==> config.mk <==
export PLATFORM = sky130hd
export DESIGN_NAME = key_debouncer
export DESIGN_NICKNAME = d
export VERILOG_FILES = /design/src/rtl/key_debouncer.sv
export SDC_FILE = /design/constraint.sdc
export NUM_CORES = 1
export LEC_CHECK = 0
export ABC_CLOCK_PERIOD_IN_PS = 2600
export BUFFER_PORTS_ARGS = -buffer_cell sky130_fd_sc_hd__buf_2
export CAP_MARGIN = 20
export CORE_ASPECT_RATIO = 0.8
export CORE_MARGIN = 1
export CORE_UTILIZATION = 50
export CTS_CLUSTER_SIZE = 8
export DETAILED_ROUTE_END_ITERATION = 10
export GPL_TIMING_DRIVEN = 0
export PLACE_DENSITY = 0.67
export SLEW_MARGIN = 0
export SYNTH_ARGS = -nofsm -noshare
export SYNTH_HDL_FRONTEND = slang
export SYNTH_SLANG_ARGS = --single-unit
==> constraint.sdc <==
create_clock -name clk -period 2.6 [get_ports clk]
set_input_delay 0.13 -clock clk [delete_from_list [all_inputs] [get_ports clk]]
set_output_delay 0.13 -clock clk [all_outputs]
set_load 0.02 [all_outputs]
==> src/rtl/key_debouncer.sv <==
// -----------------------------------------------------------------------------
// key_debouncer
//   Per-key debouncer and press-event generator for active-low push buttons.
//   Each channel synchronises its raw pin, accepts a level change only after
//   DEBOUNCE_CYCLES consecutive agreeing samples, and produces a clean
//   active-high level plus one-cycle press / release / long-press pulses.
//
// Ports
//   clk           in   system clock, rising edge
//   reset_n       in   asynchronous active-low reset
//   key_n_in      in   [NUM_KEYS] raw button pins, 0 = pressed
//   key_out       out  [NUM_KEYS] debounced level, 1 = pressed
//   press_pulse   out  [NUM_KEYS] one-cycle pulse on accepted press
//   release_pulse out  [NUM_KEYS] one-cycle pulse on accepted release
//   long_press    out  [NUM_KEYS] one-cycle pulse after LONG_CYCLES held
// -----------------------------------------------------------------------------
module key_debouncer #(
   parameter int NUM_KEYS        = 2,
   parameter int DEBOUNCE_CYCLES = 1000000,
   parameter int LONG_CYCLES     = 50000000
) (
   input  logic                clk,
   input  logic                reset_n,
   input  logic [NUM_KEYS-1:0] key_n_in,
   output logic [NUM_KEYS-1:0] key_out,
   output logic [NUM_KEYS-1:0] press_pulse,
   output logic [NUM_KEYS-1:0] release_pulse,
   output logic [NUM_KEYS-1:0] long_press
);

   localparam int CNT_W  = $clog2(DEBOUNCE_CYCLES + 1);
   localparam int HOLD_W = $clog2(LONG_CYCLES + 1);

   localparam logic [CNT_W-1:0]  CNT_LAST  = CNT_W'(DEBOUNCE_CYCLES - 1);
   localparam logic [HOLD_W-1:0] HOLD_LAST = HOLD_W'(LONG_CYCLES - 1);
   localparam logic [HOLD_W-1:0] HOLD_MAX  = HOLD_W'(LONG_CYCLES);

   typedef enum logic [1:0] {
      RELEASED    = 2'd0,
      PRESS_CHK   = 2'd1,
      PRESSED     = 2'd2,
      RELEASE_CHK = 2'd3
   } state_t;

   for (genvar k = 0; k < NUM_KEYS; k++) begin : g_key
      logic              sync1, sync2, raw;
      state_t            state, state_next;
      logic [CNT_W-1:0]  cnt, cnt_next;
      logic [HOLD_W-1:0] hold_cnt, hold_next;
      logic              level, level_next;
      logic              press, press_next;
      logic              rel, rel_next;
      logic              lng, lng_next;
      logic              press_accept, release_accept;

      // Synchroniser output inverted so raw is active-high (1 = pressed).
      assign raw = ~sync2;

      // The sample that completes a check window: current state is a CHK
      // state, the pin still agrees, and this is the last required sample.
      assign press_accept   = (state == PRESS_CHK)   &&  raw && (cnt == CNT_LAST);
      assign release_accept = (state == RELEASE_CHK) && !raw && (cnt == CNT_LAST);

      // State register: synchroniser, FSM, counters and registered outputs.
      always_ff @(posedge clk or negedge reset_n) begin
         if (!reset_n) begin
            sync1    <= 1'b1;
            sync2    <= 1'b1;
            state    <= RELEASED;
            cnt      <= '0;
            hold_cnt <= '0;
            level    <= 1'b0;
            press    <= 1'b0;
            rel      <= 1'b0;
            lng      <= 1'b0;
         end else begin
            sync1    <= key_n_in[k];
            sync2    <= sync1;
            state    <= state_next;
            cnt      <= cnt_next;
            hold_cnt <= hold_next;
            level    <= level_next;
            press    <= press_next;
            rel      <= rel_next;
            lng      <= lng_next;
         end
      end

      // Next-state logic with the debounce counter.
      always_comb begin
         state_next = state;
         cnt_next   = cnt;
         case (state)
            RELEASED: begin
               if (raw) begin
                  state_next = PRESS_CHK;
                  cnt_next   = CNT_W'(1);
               end else begin
                  cnt_next   = '0;
               end
            end
            PRESS_CHK: begin
               if (!raw) begin
                  state_next = RELEASED;
                  cnt_next   = '0;
               end else if (cnt == CNT_LAST) begin
                  state_next = PRESSED;
                  cnt_next   = '0;
               end else begin
                  cnt_next   = cnt + 1'b1;
               end
            end
            PRESSED: begin
               if (!raw) begin
                  state_next = RELEASE_CHK;
                  cnt_next   = CNT_W'(1);
               end
            end
            RELEASE_CHK: begin
               if (raw) begin
                  state_next = PRESSED;
                  cnt_next   = '0;
               end else if (cnt == CNT_LAST) begin
                  state_next = RELEASED;
                  cnt_next   = '0;
               end else begin
                  cnt_next   = cnt + 1'b1;
               end
            end
            default: begin
               state_next = RELEASED;
               cnt_next   = '0;
            end
         endcase
      end

      // Output logic: next values of the registered level, pulses and the
      // hold counter. The hold counter only restarts on a new press so that a
      // rejected release bounce does not reset long-press timing.
      always_comb begin
         level_next = level;
         if (press_accept) begin
            level_next = 1'b1;
         end else if (release_accept) begin
            level_next = 1'b0;
         end
         press_next = press_accept;
         rel_next   = release_accept;

         hold_next  = hold_cnt;
         lng_next   = 1'b0;
         if (press_accept) begin
            hold_next = '0;
         end else if (level && (hold_cnt < HOLD_MAX)) begin
            hold_next = hold_cnt + 1'b1;
            lng_next  = (hold_cnt == HOLD_LAST);
         end
      end

      assign key_out[k]       = level;
      assign press_pulse[k]   = press;
      assign release_pulse[k] = rel;
      assign long_press[k]    = lng;
   end

endmodule

==> metrics <==
status=complete, no violations; Post-synth EDFFs=0; synth cell count leaders=104 x dfrtp_1, 53 x nand2_1, 48 x nor2_1, 38 x a21oi_1, 36 x nand3_1; Hold Path Class=input pin to async pin; placed cells=774; CP Class=register to register; first-pass GRT wire length=21900 um; H-tree depth=3; Clock Sinks=108; post-route cell area=6460 um^2; clock-pin slew on the worst setup and hold paths=70 ps; synth warn=0; Core Area=11100 um^2; wire length per cell=16.1 um; R2R depth=6; Die W=123 um; Post-Syn Area=5860 um^2; cell-by-cell listing of the critical path=or4b_1 -> nor4_1 -> nand3_1 -> nor3_2 -> buf_2 -> a21oi_1; sequential fraction of the synthesis area=46.2%; n_diodes=0; CP bufs+invs=1; worst-path cell with the longest stage delay=or4b_1; cell taking the most area after synthesis=dfrtp_1; Leakage=2.65 nW; initial antenna violation count=0; # setup viols final=0; Least-Margin Pin Slew=761 ps; top cells by area, synth=dfrtp_1 44%, or4_1 3.6%, nand2_1 3.4%; ys async rst share=100%; setup tns final=0 ps; Period minus WS final=2370 ps; top-area cell type share of the netlist area=44.4%; Slew Limit Fails=0; CTS Buffer Depth=2; Post-synth top flop=dfrtp_1; vias post-DR=4819; num rows=34; worst reg2reg path endpoint=g_key[0].hold_cnt[4]$_DFFE_PN0P_; Worst setup SP type=register; Finished Layout Cells=792; Final nets=651; crit path max fanout=10; root buf cell=clkbuf_16; I/O Buffers=11; launch point of the worst reg-to-reg path=g_key[0].cnt[8]$_DFFE_PN0N_; most frequent cell after synthesis=dfrtp_1; CTS tree=yes; GRT overflow=0; Post-Syn Nets=626; Critical Path RT=2820 ps; RePlAce Congestion=0.834; layout cell share with drive strength beyond 1=12.2%; clock skew=9.64 ps; total track usage=22.5%; First DRT Iteration DRCs=288; worst skew pair latency=350 ps; TritonRoute pass-1 iters=5; Tcrit/Tclk final=91.2%; Starting Density=52.5%; Mapped Cells=618; crit-path leading delay family=simple AND/OR/NAND/NOR gates; max-cap violations=0; P&R area growth vs syn=10.4%; DP HPWL=8590 um; Worst EP arrival=2590 ps; vias in the first global route=4542; synthesis-stage register bit count=108; PwrDens=544 nW/um^2; worst vdd ir=0.000290 V; flop2flop setup slack=230 ps; Hold Vio Cnt, Final=0; fmax=0.422 GHz; DRC viols=0; WL final=12700 um; mean area per synthesized cell=9.48 um^2; Boundary Pins=12; dpl cell area=6120 um^2; final antenna-violating net count=0; slack of the critical path=230 ps; pre-CTS setup slack=188 ps; CTS Buf Count=9; synth unique cells=68; Crit. End Element=register; Power Total=3.51 mW; largest net degree at the start of global routing=57; Die Span Y=98.8 um; Worst slew margin=49.1%; CP peak stage delay=550 ps; Via density=6.08; RSZ-0062 raised after global routing=no; die area=12200 um^2
[report_power, final]
part | internal [mW] | total (mW) | switching (mW)
clock | 0.755 | 1.38 | 0.623
sequential | 1.73 | 1.78 | 0.0499
combinational | 0.134 | 0.360 | 0.226
[cells in the final DEF, fill, tap and decap left out, types with 8 or more instances in the layout]
master	Yosys	final
o31ai_1	20	20
dfrtp_1	104	104
nor4_1	12	10
nand3_1	36	36
clkbuf_16	0	9
or4_1	28	28
nand4_1	19	19
nand2_1	53	53
nor2_1	48	48
nor3_1	17	17
or3_1	18	18
and3_1	12	12
xor2_1	11	11
o211ai_1	10	10
buf_4	10	11
buf_2	10	20
xnor2_1	20	20
o21ai_0	19	19
nand2b_1	8	8
a21oi_1	38	38
clkbuf_1	9	10
inv_1	18	18
[worst max-delay path by stage]
stage                                                 start  cells past startpoint                           endpoint
after floorplan                 g_key[1].cnt[6]$_DFFE_PN0N_                      6  g_key[1].hold_cnt[21]$_DFFE_PN0P_
after global placement                              reset_n                      1       g_key[0].cnt[19]$_DFFE_PN0N_
after detailed placement        g_key[0].cnt[0]$_DFFE_PN0N_                      7  g_key[0].hold_cnt[14]$_DFFE_PN0P_
after CTS                       g_key[0].cnt[0]$_DFFE_PN0N_                      7  g_key[0].hold_cnt[14]$_DFFE_PN0P_
after global routing      g_key[1].hold_cnt[16]$_DFFE_PN0P_                      7   g_key[1].hold_cnt[3]$_DFFE_PN0P_
final                           g_key[0].cnt[8]$_DFFE_PN0N_                      6   g_key[0].hold_cnt[4]$_DFFE_PN0P_
[repair_timing]
action / CTS / global route
buffers inserted: 0 / 0
gates resized for setup: 0 / 3
setup endpoints to repair: 0 / 13
endpoints found under the hold margin: 50 / 0
hold buffers: 3 / 0
[worst register-to-register path, stage by stage, from the launching register on]
cell	delay [ps]
dfrtp_1	420
or4b_1	550
nor4_1	410
nand3_1	200
nor3_2	290
buf_2	310
a21oi_1	70
[layout make-up]
cell class / instances / area [um^2]
fillers: 993 / 4680
multi-input cells: 459 / 2900
flip-flops and latches: 108 / 2710
clock buffers: 11 / 233
plain buffers: 32 / 200
well taps: 144 / 180
repair buffers: 15 / 115
inverters: 18 / 67.6
clock inverters: 5 / 63.8
[cells by family after synthesis]
logic type	Yosys count	synth area share (%)
xor gates and xnor gates	31	4.64
muxes	6	1.03
buffers and inverters	51	4.64
DFF	108	46.2
AOI/OAI and AO/OA	125	13.9
adders and majority gates	4	0.855
and+or+nand+nor	293	28.7
[layer usage]
layer  track usage [%]  vias to the layer above  share of wire [%]
met1              32.7                     2381                 50
met4              5.10                        0               0.83
met5                 0                        -                  0
li1                  -                     2334                  -
met2              34.9                       93                 46
met3              4.34                       11                3.3
[flip-flops by register name, summed over array words and instances (netlist names), named ones only]
name and count:
g_key.state 2, g_key.cnt 40, g_key.sync2 2, g_key.press 2, g_key.lng 2, g_key.sync1 2
g_key.rel 2, g_key.level 2, g_key.hold_cnt 52
[stage by stage]
stage / hold slack [ps] / util (%)
2_1_floorplan: -166 / -
3_3_place_gp: 237 / 54.7
3_5_place_dp: 217 / 54.9
4_1_cts: 359 / 57.9
5_1_grt: 360 / 58.0
6_report: 357 / 58.0
Power figures use the tool's default switching activity.
